## src/rtl/bn_ctrl_pkg.sv

```systemverilog
// Shared types and constants for the batch-norm engine sharing logic.
package bn_ctrl_pkg;

    // Default channels per vector.
    localparam int N_LANES = 16;

    // One Q4.12 channel value and a full vector of them.
    typedef logic signed [15:0] q4_12_t;
    typedef q4_12_t [N_LANES-1:0] q4_12_vec_t;

    // Arbiter sequencing states.
    typedef enum logic [1:0] {
        ST_IDLE  = 2'd0,
        ST_ISSUE = 2'd1,
        ST_WAIT  = 2'd2,
        ST_RESP  = 2'd3
    } bn_state_t;

endpackage

```

## src/rtl/rr_arbiter.sv

```systemverilog
// Combinational round-robin picker: first set request at or after ptr, cyclically.
module rr_arbiter #(
    parameter int N_REQ = 3,
    localparam int IW   = (N_REQ > 1) ? $clog2(N_REQ) : 1
) (
    input  logic [N_REQ-1:0] req,
    input  logic [IW-1:0]    ptr,
    output logic [N_REQ-1:0] grant,
    output logic [IW-1:0]    idx,
    output logic             any
);

    // Scan offsets from farthest to nearest so the nearest match to ptr wins.
    always_comb begin
        int j;
        j     = 0;
        grant = '0;
        idx   = '0;
        any   = 1'b0;
        for (int k = N_REQ - 1; k >= 0; k--) begin
            j = (int'(ptr) + k) % N_REQ;
            if (req[j]) begin
                grant    = '0;
                grant[j] = 1'b1;
                idx      = IW'(j);
                any      = 1'b1;
            end
        end
    end

endmodule

```

## src/rtl/bn_share_arbiter.sv

```systemverilog
// Time-shares one batch-norm engine among N_REQ layer requesters with
// round-robin grants, a bounded wait for the engine result, and a
// held response until the owning requester accepts it.
module bn_share_arbiter #(
    parameter int N_REQ       = 3,
    parameter int N_LANES     = 16,
    parameter int TIMEOUT_CYC = 8,
    localparam int SEL_W      = (N_REQ > 1) ? $clog2(N_REQ) : 1
) (
    input  logic                                 clk,
    input  logic                                 reset,
    input  logic [N_REQ-1:0]                     req_valid_in,
    input  logic [N_REQ-1:0][N_LANES-1:0][15:0]  req_data_in,
    output logic [N_REQ-1:0]                     req_ready_out,
    output logic [N_LANES-1:0][15:0]             eng_data_out,
    output logic                                 eng_valid_out,
    output logic [SEL_W-1:0]                     eng_layer_sel_out,
    input  logic                                 eng_valid_in,
    input  logic [N_LANES-1:0][15:0]             eng_data_in,
    output logic [N_REQ-1:0]                     rsp_valid_out,
    output logic [N_LANES-1:0][15:0]             rsp_data_out,
    input  logic [N_REQ-1:0]                     rsp_ready_in,
    output logic                                 busy_out,
    output logic                                 err_timeout_out,
    output logic [15:0]                          xfer_count_out
);

    import bn_ctrl_pkg::*;

    localparam int CW = (TIMEOUT_CYC > 1) ? $clog2(TIMEOUT_CYC + 1) : 1;

    bn_state_t          state_reg;
    logic [SEL_W-1:0]   rr_ptr_reg;
    logic [SEL_W-1:0]   g_reg;
    logic [CW-1:0]      cnt_reg;
    logic [N_REQ-1:0]   g_onehot;

    logic [N_REQ-1:0]   arb_grant;
    logic [SEL_W-1:0]   arb_idx;
    logic               arb_any;

    rr_arbiter #(
        .N_REQ (N_REQ)
    ) u_rr (
        .req   (req_valid_in),
        .ptr   (rr_ptr_reg),
        .grant (arb_grant),
        .idx   (arb_idx),
        .any   (arb_any)
    );

    // One-hot decode of the stored grant, used to address the response.
    generate
        for (genvar gi = 0; gi < N_REQ; gi++) begin : g_owner
            assign g_onehot[gi] = (g_reg == SEL_W'(gi));
        end
    endgenerate

    // Accept strobe only while arbitrating; everything else is registered.
    assign req_ready_out     = (state_reg == ST_IDLE) ? arb_grant : '0;
    assign busy_out          = (state_reg != ST_IDLE);
    assign eng_layer_sel_out = g_reg;

    // Sequencer: grant, issue, wait for result (bounded), hold response.
    always_ff @(posedge clk) begin
        if (reset) begin
            state_reg       <= ST_IDLE;
            rr_ptr_reg      <= '0;
            g_reg           <= '0;
            cnt_reg         <= '0;
            eng_data_out    <= '0;
            eng_valid_out   <= 1'b0;
            rsp_valid_out   <= '0;
            rsp_data_out    <= '0;
            err_timeout_out <= 1'b0;
            xfer_count_out  <= '0;
        end else begin
            case (state_reg)
                ST_IDLE: begin
                    if (arb_any) begin
                        eng_data_out  <= req_data_in[arb_idx];
                        g_reg         <= arb_idx;
                        rr_ptr_reg    <= (int'(arb_idx) == N_REQ - 1) ? '0 : arb_idx + 1'b1;
                        eng_valid_out <= 1'b1;
                        state_reg     <= ST_ISSUE;
                    end
                end
                ST_ISSUE: begin
                    eng_valid_out <= 1'b0;
                    cnt_reg       <= '0;
                    state_reg     <= ST_WAIT;
                end
                ST_WAIT: begin
                    if (eng_valid_in) begin
                        rsp_data_out  <= eng_data_in;
                        rsp_valid_out <= g_onehot;
                        state_reg     <= ST_RESP;
                    end else if (cnt_reg == CW'(TIMEOUT_CYC - 1)) begin
                        // Engine never answered: drop the vector and flag it.
                        cnt_reg         <= cnt_reg + 1'b1;
                        err_timeout_out <= 1'b1;
                        state_reg       <= ST_IDLE;
                    end else begin
                        cnt_reg <= cnt_reg + 1'b1;
                    end
                end
                ST_RESP: begin
                    if (|(rsp_ready_in & g_onehot)) begin
                        rsp_valid_out  <= '0;
                        xfer_count_out <= xfer_count_out + 16'd1;
                        state_reg      <= ST_IDLE;
                    end
                end
                default: state_reg <= ST_IDLE;
            endcase
        end
    end

endmodule

```

## config.mk

```make
export PLATFORM = sky130hd
export DESIGN_NAME = bn_share_arbiter
export DESIGN_NICKNAME = d
export VERILOG_FILES = /design/src/rtl/bn_ctrl_pkg.sv /design/src/rtl/rr_arbiter.sv /design/src/rtl/bn_share_arbiter.sv
export SDC_FILE = /design/constraint.sdc
export NUM_CORES = 1
export LEC_CHECK = 0
export BUFFER_PORTS_ARGS = -buffer_cell sky130_fd_sc_hd__buf_2
export CORE_AREA = 4 4 619 621
export DETAILED_ROUTE_END_ITERATION = 6
export DIE_AREA = 0 0 623 625
export PLACE_DENSITY = 0.3
export SETUP_SLACK_MARGIN = 0.1
export SYNTH_ARGS = -nofsm -noshare
export SYNTH_HDL_FRONTEND = slang
export SYNTH_HIERARCHICAL = 1
export SYNTH_SLANG_ARGS = --single-unit
```

## constraint.sdc

```tcl
create_clock -name clk -period 8 [get_ports clk]
set_input_delay 1.6 -clock clk [delete_from_list [all_inputs] [get_ports clk]]
set_output_delay 1.6 -clock clk [all_outputs]
set_load 0.005 [all_outputs]
```

==> impl_metrics.json, run 1 <==
{
  "yosysWarningCount": 6,
  "synth_top_family_by_area": "simple AND/OR/NAND/NOR gates",
  "cp.depth": 7,
  "dr.max_layer_used": "met5",
  "post_cts_buffers": 0,
  "clock-root-buffer": "clkbuf_16",
  "rsz0062_at_grt": "no",
  "syn-mean-instance-area_um2": 7.90,
  "path_class": "reg2out",
  "die_x_um": 623,
  "syn_inst": 3050,
  "critPathBufInv": 1,
  "finalSetupViolations": 0,
  "r2r_cells": 11,
  "holdPathStages": 2,
  "period_share": 0.576,
  "cts_made_buffers": 90,
  "wl_met2_mm": 144,
  "outcome": "completed",
  "grt_pass1_vias": 29200,
  "ys_seq_elements": 543,
  "leakagePower_nw": 16.6,
  "numPortBuffers": 1571,
  "synth_fa_ha_area_frac": 0.00312,
  "setup_slack_ns": 3.39,
  "die_area_um2": 389000,
  "grtUsageTotal": 0.132,
  "cp.required_ns": 6.40,
  "antenna_found_initial": 264,
  "via_per_inst": 3.13,
  "ios": 1572,
  "relSlewSlack": 0.349,
  "synthFlopType": "dfxtp_1",
  "coreArea_um2": 378000,
  "synth_xor_area_frac": 0,
  "overflow": 0,
  "power.density_nw_per_um2": 345,
  "cp.arrival_ns": 3.01,
  "synth_cell_types": 52,
  "wl_mm": 270,
  "via_count": 30000,
  "setup_tns_ns": 0,
  "tritoncts": "built",
  "rows": 226,
  "htree_levels": 3,
  "synthTopCellsByCount": "dfxtp_1, nand2_1, nor2_1",
  "synth_area_leader_cell": "dfxtp_1",
  "reg2reg_slack_ns": 3.55,
  "regArea_um2": 10900,
  "gp_congestion": 0.914,
  "grt_max_degree": 141,
  "initial_core_util": 0.0638,
  "syn-cell-area_um2": 24100,
  "synth_edf_count": 0,
  "pre_cts_slack_ns": 2.97,
  "reg2reg_to": "eng_data_out[248]$_SDFFE_PP0P_",
  "dr.pass1.iters": 5,
  "drc": 0,
  "slew_violations": 0,
  "drv_cap": 0,
  "multiInputGateArea_um2": 12100,
  "min_path_type": "reg2reg",
  "finalHoldViolCount": 0,
  "worstMarginPinSlew_ns": 0.976,
  "r2r-start": "rr_ptr_reg[0]$_SDFFE_PP0P_",
  "ant_nets": 0,
  "start_kind": "flip-flop",
  "hold_buffers": 0,
  "clock_skew_ns": 0.100,
  "min_from": "rsp_data_out[39]$_SDFFE_PP0P_",
  "async_flop_share": 0,
  "fp.dieH_um": 625,
  "yosysMostFrequentCell": "dfxtp_1",
  "synth.area.mux_share": 0.109,
  "layout.nets": 5516,
  "hold_path_end": "rsp_data_out[39]$_SDFFE_PP0P_",
  "clkTransAtPathRegs_ns": 0.06,
  "n_fill_cell": 44300,
  "synth_top_area_frac": 0.451,
  "fmax_mhz": 217,
  "cts_resized": 0,
  "drtIter0Drc": 1753,
  "dpl.hpwl_mm": 230,
  "wl_met1_mm": 93.9,
  "path_max_fanout": 12,
  "cp_cell_sequence": "ha_1 -> mux2i_1 -> o22ai_1 -> a21oi_2 -> a31o_1 -> and2_1 -> buf_2",
  "synth-compound-area-share": 0.154,
  "cp_slowest_cell": "dfxtp_1",
  "dr_wl_met3_mm": 22.5,
  "synth-seq-area-share": 0.451,
  "synthesis.nets": 4089,
  "clk_path_buf_depth": 4,
  "critical-path-max-stage-delay_ns": 0.54,
  "fin_crit_ns": 4.61,
  "drive_above_1_share": 0.388,
  "cpLargestDelayFamily": "flip-flops",
  "ir_drop_mv": 0.271,
  "clkLatencyLatePin_ns": 0.83,
  "critPathCaptureType": "output port",
  "wl_per_cell_um": 28.2,
  "grt_pass1_wl_mm": 335,
  "top_regs": "eng_data_out x256, rsp_data_out x256, xfer_count_out x16",
  "ys_top_cells_by_area": "dfxtp_1, mux2i_1, nand2_1, nor2_1, a211oi_1",
  "synthSimpleGateAreaFrac": 0.234,
  "syn_to_final_growth_pct": 68.8,
  "numClockSinks": 543
}
[power breakdown]
group | switching (mW) | internal (mW) | leakage, nW
Sequential | 0.374 | 3.37 | 4.45
Combinational | 4.09 | 2.04 | 10.7
Clock | 1.68 | 2.48 | 1.46
[final cells by class]
cell class                 instances  area share
antenna                           37     0.00228
clock buffer                     124      0.0625
clock inverter                    35      0.0106
inverter                          12     0.00111
multi-input combinational       2224       0.298
sequential                       543       0.267
tap                             5016       0.154
timing repair buffer            1606       0.204
[how the worst max path moves through the flow]
stage,startpoint,to,slack [ns]
2_1_floorplan,req_valid_in[1],req_ready_out[2],3.95
3_3_place_gp,req_valid_in[2],eng_data_out[41]$_SDFFE_PP0P_,3.06
3_5_place_dp,req_valid_in[1],eng_data_out[237]$_SDFFE_PP0P_,2.97
4_1_cts,rr_ptr_reg[0]$_SDFFE_PP0P_,req_ready_out[1],3.28
5_1_grt,rr_ptr_reg[0]$_SDFFE_PP0P_,req_ready_out[1],3.15
6_report,rr_ptr_reg[0]$_SDFFE_PP0P_,req_ready_out[1],3.39
[per-stage QoR]
stage | utilization | cells | hold WS, ns | area, um2 | total power [mW]
4_1_cts | 0.107 | 9560 | 0.452 | 40600 | 14.6
5_1_grt | 0.107 | 9573 | 0.466 | 40600 | 15.1
6_report | 0.108 | 9597 | 0.449 | 40700 | 14.0
3_3_place_gp | 0.0995 | 9401 | 0.439 | 37600 | 10.2
2_1_floorplan | - | 3050 | 0.453 | 24100 | 7.06
3_5_place_dp | 0.0995 | 9401 | 0.444 | 37600 | 10.2
[logic make-up (layout without fill, tap and decap cells)]
group           count (synthesis)  in the layout
fa+ha+maj                       6              6
other cells                     0             37
compound gates                590            590
buf+inv                       283           1777
flops                         543            543
simple gates                 1366           1366
mux                           262            262
[tightest hold or removal path, cell delays in order (launching register included)]
cell,delay (ns)
dfxtp_1,0.30
nand2_1,0.05
a21oi_1,0.05
[routing by layer]
layer | GRT usage | up-vias
met3 | 0.0489 | 661
met1 | 0.133 | 14300
met5 | 0 | -
li1 | - | 13400
met2 | 0.255 | 1500
met4 | 0.0297 | 150
[cell usage in the layout (no fill, tap or decap), types with 3 or more instances in the layout]
| cell type | count |
|---|---|
| mux2i_1 | 260 |
| a211oi_1 | 257 |
| buf_4 | 22 |
| clkinv_4 | 4 |
| nor3_1 | 257 |
| inv_6 | 4 |
| a21oi_1 | 290 |
| nand2_1 | 527 |
| and2_1 | 4 |
| nand4_1 | 4 |
| ha_1 | 6 |
| clkinvlp_4 | 4 |
| nor2_1 | 521 |
| clkbuf_1 | 19 |
| clkbuf_16 | 91 |
| buf_2 | 1570 |
| buf_12 | 13 |
| nand3_1 | 4 |
| diode_2 | 37 |
| nor2b_1 | 7 |
| o211ai_1 | 5 |
| or3_1 | 7 |
| inv_1 | 11 |
| nand3b_1 | 5 |
| o21ai_0 | 10 |
| bufinv_16 | 8 |
| clkbuf_8 | 14 |
| o31ai_1 | 11 |
| dfxtp_1 | 543 |
| clkinv_2 | 14 |
| nand2b_1 | 3 |
| or4_1 | 11 |
Power figures use the tool's default switching activity.
==> run 2: changes to the inputs <==
--- a/config.mk
+++ b/config.mk
@@ -6,10 +6,10 @@
 export NUM_CORES = 1
 export LEC_CHECK = 0
 export BUFFER_PORTS_ARGS = -buffer_cell sky130_fd_sc_hd__buf_2
-export CORE_AREA = 4 4 619 621
+export CORE_AREA = 4 4 609 611
 export DETAILED_ROUTE_END_ITERATION = 6
-export DIE_AREA = 0 0 623 625
-export PLACE_DENSITY = 0.3
+export DIE_AREA = 0 0 613 615
+export PLACE_DENSITY = 0.31
 export SETUP_SLACK_MARGIN = 0.1
 export SYNTH_ARGS = -nofsm -noshare
 export SYNTH_HDL_FRONTEND = slang
==> constraint.sdc (replaced) <==
create_clock -name clk -period 3.73 [get_ports clk]
set_input_delay 0.746 -clock clk [delete_from_list [all_inputs] [get_ports clk]]
set_output_delay 0.746 -clock clk [all_outputs]
set_load 0.005 [all_outputs]
==> impl_metrics.json, run 2 (same netlist as run 1, synthesis figures left out) <==
{
  "outcome": "completed",
  "ios": 1572,
  "via_per_inst": 3.23,
  "overflow": 0,
  "die_x_um": 613,
  "hold_buffers": 0,
  "n_fill_cell": 42800,
  "htree_levels": 3,
  "clock-root-buffer": "clkbuf_16",
  "cp.required_ns": 4.36,
  "finalSetupViolations": 0,
  "post_cts_buffers": 0,
  "layout.nets": 5608,
  "layout_common_cells": "buf_2, dfxtp_1, nand2_1",
  "power_frac_seq": 0.264,
  "wl_mm": 275,
  "grt_pass1_vias": 29900,
  "dp_cells": 9294,
  "gp_congestion": 0.886,
  "final_common_cell": "buf_2",
  "stdcell_count": 9532,
  "wl_per_cell_um": 28.9,
  "grt_max_degree": 91,
  "fp.dieH_um": 615,
  "ant_nets": 0,
  "period_share": 0.935,
  "fin_crit_ns": 3.49,
  "worstMarginPinSlew_ns": 0.849,
  "numClockSinks": 543,
  "dpl.hpwl_mm": 241,
  "hold_ws_ns": 0.165,
  "cts_made_buffers": 89,
  "syn_to_final_growth_pct": 72.0,
  "path_class": "reg2reg",
  "fmax_mhz": 287,
  "p_int_mw": 17.4,
  "die_area_um2": 377000,
  "critPathCaptureType": "flip-flop",
  "p_comb_frac": 0.459,
  "finalHoldViolCount": 0,
  "power.density_nw_per_um2": 739,
  "clock_skew_ns": 0.0902,
  "via_count": 30800,
  "drc": 0,
  "power_mw": 30.6,
  "start_kind": "flip-flop",
  "top_regs": "eng_data_out x256, rsp_data_out x256, xfer_count_out x16",
  "numPortBuffers": 1571,
  "cp.arrival_ns": 4.11,
  "drive_above_1_share": 0.400,
  "leakagePower_nw": 17.1,
  "path_max_fanout": 26,
  "clkTransAtPathRegs_ns": 0.07,
  "clk_path_buf_depth": 4,
  "rsz0062_at_grt": "no",
  "pre_cts_slack_ns": 0.127,
  "switchingPower_mw": 13.2,
  "p_clk_frac": 0.277,
  "setup_tns_ns": 0,
  "tritoncts": "built",
  "relSlewSlack": 0.434,
  "antenna_found_initial": 293,
  "drv_cap": 0,
  "slew_violations": 0,
  "rows": 222,
  "grt_pass1_wl_mm": 342,
  "setup_slack_ns": 0.244,
  "clkLatencyLatePin_ns": 0.82,
  "coreArea_um2": 365000,
  "dr.pass1.iters": 5,
  "drtIter0Drc": 2005,
  "initial_core_util": 0.0660,
  "min_path_type": "in2reg",
  "ir_drop_mv": 0.371,
  "grtUsageTotal": 0.139,
  "netSwitchingFraction": 0.433
}
[run 2: stage by stage]
stage | area [um2] | util
after CTS | 41200 | 0.113
after global placement | 38400 | 0.105
after global routing | 41400 | 0.113
final | 41400 | 0.114
after floorplan | 24100 | -
after detailed placement | 38400 | 0.105
[run 2: path summary, 6_finish.rpt]
kind,startpoint,to,slack [ns],cells after the start
max reg2reg,rr_ptr_reg[1]$_SDFFE_PP0P_,eng_data_out[209]$_SDFFE_PP0P_,0.24,13
max,rr_ptr_reg[1]$_SDFFE_PP0P_,eng_data_out[209]$_SDFFE_PP0P_,0.24,13
min,eng_data_in[244],rsp_data_out[244]$_SDFFE_PP0P_,0.17,3
min reg2reg,rsp_data_out[204]$_SDFFE_PP0P_,rsp_data_out[204]$_SDFFE_PP0P_,0.45,2
[run 2: repair_timing]
item,in CTS,in global routing
gates resized for setup,1,4
pin swaps,0,0
endpoints found under the setup margin,1,10
[run 2: cell type report]
| cell class | instances | area, um2 | share of cell area |
|---|---|---|---|
| Inverter | 12 | 45.0 | 0.00109 |
| Clock inverter | 26 | 264 | 0.00637 |
| Antenna cell | 86 | 215 | 0.00519 |
| Multi-Input combinational cell | 2224 | 12100 | 0.292 |
| Tap cell | 4816 | 6030 | 0.145 |
| Sequential cell | 543 | 10900 | 0.262 |
| Clock buffer | 126 | 2600 | 0.0627 |
| Timing Repair Buffer | 1699 | 9310 | 0.225 |
[run 2: power by group through the flow]
| stage | logic [mW] | clock network [mW] | registers, mW |
|---|---|---|---|
| finish | 14.0 | 8.48 | 8.08 |
| global placement | 14.5 | 0 | 8.20 |
| CTS | 14.6 | 8.95 | 8.11 |
| floorplan | 7.03 | 0 | 8.10 |
| global route | 15.5 | 9.06 | 8.24 |
| detailed placement | 14.5 | 0 | 8.21 |
[run 2: worst max-delay path, cell delays in order (launching register included)]
cell and delay (ns):
dfxtp_2 0.36, inv_1 0.06, ha_1 0.24, buf_4 0.20, nand2b_1 0.13, o21ai_0 0.13, a21oi_2 0.23, a31o_4 0.29
buf_12 0.20, buf_12 0.24, mux2i_1 0.41, nor2_1 0.20, a211oi_1 0.41, nor3_1 0.09
[run 2: layer usage]
metal | up-vias | share of wire | GRT usage
li1 | 13600 | - | -
met1 | 14500 | 0.34 | 0.136
met2 | 1616 | 0.52 | 0.261
met3 | 780 | 0.095 | 0.0588
met4 | 192 | 0.040 | 0.0463
met5 | - | 0.0046 | 0
==> run 3: changes to the inputs <==
--- a/config.mk
+++ b/config.mk
@@ -6,12 +6,11 @@
 export NUM_CORES = 1
 export LEC_CHECK = 0
 export BUFFER_PORTS_ARGS = -buffer_cell sky130_fd_sc_hd__buf_2
-export CORE_AREA = 4 4 609 611
+export CORE_AREA = 4 4 603 605
 export DETAILED_ROUTE_END_ITERATION = 6
-export DIE_AREA = 0 0 613 615
+export DIE_AREA = 0 0 607 609
 export PLACE_DENSITY = 0.31
 export SETUP_SLACK_MARGIN = 0.1
 export SYNTH_ARGS = -nofsm -noshare
 export SYNTH_HDL_FRONTEND = slang
-export SYNTH_HIERARCHICAL = 1
 export SYNTH_SLANG_ARGS = --single-unit
==> impl_metrics.json, run 3 <==
{
  "synth-seq-area-share": 0.473,
  "hold_ws_ns": 0.188,
  "drv_cap": 0,
  "fp.dieH_um": 609,
  "critical-path-max-stage-delay_ns": 0.37,
  "synth_edf_count": 0,
  "gr-usage-met2": 0.269,
  "cp_cell_sequence": "inv_1 -> ha_1 -> nand2b_1 -> and4_1 -> o21a_4 -> nor3_4 -> buf_6",
  "ios": 1572,
  "finalHoldViolCount": 0,
  "min_path_type": "in2reg",
  "initial_core_util": 0.0642,
  "drtIter0Drc": 2846,
  "synth_cell_types": 57,
  "gp_congestion": 0.924,
  "grtUsageTotal": 0.148,
  "power_mw": 33.0,
  "rows": 220,
  "path_max_fanout": 5,
  "numClockSinks": 543,
  "final_cell_area_um2": 40300,
  "grt_pass1_wl_mm": 358,
  "antenna_found_initial": 263,
  "tritoncts": "built",
  "coreArea_um2": 358000,
  "drive_above_1_share": 0.424,
  "ys_top_cells_by_area": "dfxtp_1, o221ai_1, nand2_1, a31oi_1, a21oi_1",
  "top_regs": "eng_data_out x256, rsp_data_out x256, xfer_count_out x16",
  "htree_levels": 3,
  "relSlewSlack": 0.353,
  "drc": 0,
  "async_flop_share": 0,
  "syn-cell-area_um2": 23000,
  "clock_skew_ns": 0.0542,
  "ir_drop_mv": 0.597,
  "synthesis.nets": 3877,
  "layout.nets": 5323,
  "post_dp_cell_area_um2": 36700,
  "yosysWarningCount": 0,
  "synth_top_area_frac": 0.473,
  "die_x_um": 607,
  "final_util": 0.113,
  "grt-busiest-layer": "met2",
  "die_area_um2": 370000,
  "critPathCaptureType": "output port",
  "synth_area_leader_cell": "dfxtp_1",
  "fmax_mhz": 287,
  "grt_pass1_vias": 30600,
  "clkLatencyLatePin_ns": 0.79,
  "finalSetupViolations": 0,
  "cpLargestDelayFamily": "simple AND/OR/NAND/NOR gates",
  "ant_nets": 0,
  "setup_tns_ns": 0,
  "numPortBuffers": 1571,
  "rsz0062_at_grt": "yes",
  "period_share": 0.935,
  "dr.pass1.iters": 5,
  "ys_seq_elements": 543,
  "critPathBufInv": 2,
  "yosysMostFrequentCell": "dfxtp_1",
  "fin_crit_ns": 3.49,
  "worstMarginPinSlew_ns": 0.970,
  "leakagePower_nw": 15.8,
  "cp.arrival_ns": 2.74,
  "clock-root-buffer": "clkbuf_16",
  "layout_common_cells": "buf_2, dfxtp_1, nand2_1",
  "path_class": "reg2out",
  "cp.required_ns": 2.98,
  "overflow": 0,
  "wl_mm": 289,
  "cts_made_buffers": 89,
  "via_count": 31900,
  "cp_slowest_cell": "dfxtp_2",
  "clkTransAtPathRegs_ns": 0.07,
  "start_kind": "flip-flop",
  "syn_to_final_growth_pct": 75.2,
  "n_fill_cell": 41900,
  "dpl.hpwl_mm": 245,
  "clk_path_buf_depth": 4,
  "grt_max_degree": 141,
  "synthTopCellsByCount": "dfxtp_1, nand2_1, a21oi_1",
  "wl_per_cell_um": 31.1,
  "outcome": "completed",
  "power.density_nw_per_um2": 818,
  "final_common_cell": "buf_2",
  "via_per_inst": 3.44,
  "hold_buffers": 0,
  "syn_inst": 2839,
  "synthFlopType": "dfxtp_1",
  "grt_use_met3": 0.0484,
  "use_met1": 0.159,
  "slew_violations": 0,
  "syn-mean-instance-area_um2": 8.10
}
==> run 3: changes by cell type after synthesis, sizes merged, moves of 10 or more <==
cell and change:
mux2i -255, a31oi +258, o221ai +256, o21ai +259, nor2 -496, nand3 +261, a211oi -256, a21oi -12
or4 -10, nor3 -254, clkbuf +42
==> run 3: worst paths after layout <==
check,from,endpoint,slack [ns],cells after the start
hold / removal,eng_data_in[207],rsp_data_out[207]$_SDFFE_PP0P_,0.19,3
setup / recovery,rr_ptr_reg[0]$_SDFFE_PP0P_,req_ready_out[1],0.24,7
setup reg to reg,rr_ptr_reg[0]$_SDFFE_PP0P_,eng_data_out[75]$_SDFFE_PP0P_,0.57,9
hold reg to reg,rsp_data_out[236]$_SDFFE_PP0P_,rsp_data_out[236]$_SDFFE_PP0P_,0.45,2
==> run 3: metal layers <==
metal  routed length, um  part of all wire  up-vias
li1                    -                 -    13600
met1              104000              0.36    15800
met2              147000              0.51     1846
met3               24400             0.085      613
met4               12400             0.043       96
met5                 626            0.0022        -
==> run 3: logic make-up (layout without fill, tap and decap cells) <==
kind of cell               count (synthesis)  after routing  synth area share
AOI/OAI and AO/OA                       1085           1085             0.296
xor gates and xnor gates                   6              6           0.00228
adders and majority gates                  5              5           0.00272
buffers and inverters                    328           1841            0.0596
DFF                                      543            543             0.473
muxes                                      8              8           0.00413
other                                      0            156                 0
and+or+nand+nor                          864            864             0.163
==> run 3: worst min-delay path: cells and delay by family <==
kind                   cells  cell delay [ns]
AO/OA/AOI/OAI              1             0.05
AND/OR/NAND/NOR            1             0.05
buffers and inverters      1             0.09
==> run 3: cell type report <==
| class | count | area (um2) | area share |
|---|---|---|---|
| Sequential cell | 543 | 10900 | 0.270 |
| Multi-Input combinational cell | 1968 | 10900 | 0.270 |
| Clock buffer | 123 | 2580 | 0.0639 |
| Timing Repair Buffer | 1675 | 9080 | 0.225 |
| Antenna cell | 156 | 390 | 0.00968 |
| Tap cell | 4773 | 5970 | 0.148 |
| Clock inverter | 35 | 510 | 0.0127 |
| Inverter | 8 | 40.0 | 0.000993 |
==> run 3: power by group <==
part | leakage [nW] | switching (mW) | internal [mW] | total [mW]
clock | 1.51 | 3.60 | 5.52 | 9.12
sequential | 4.45 | 0.928 | 7.26 | 8.19
combinational | 9.88 | 10.9 | 4.78 | 15.7
==> run 3: metrics by stage <==
| stage | instances | setup slack (ns) |
|---|---|---|
| 4_1_cts | 9125 | 0.102 |
| 5_1_grt | 9252 | 0.0975 |
| 3_3_place_gp | 8962 | 0.362 |
| 3_5_place_dp | 8962 | 0.398 |
| 2_1_floorplan | 2839 | 1.04 |
| 6_report | 9281 | 0.244 |
==> run 3: repair_timing <==
action | CTS | global route
endpoints found under the hold margin | 0 | 0
endpoints found under the setup margin | 3 | 2
pin swaps | 3 | 0
resized for setup | 11 | 3
buffers inserted | 5 | 0
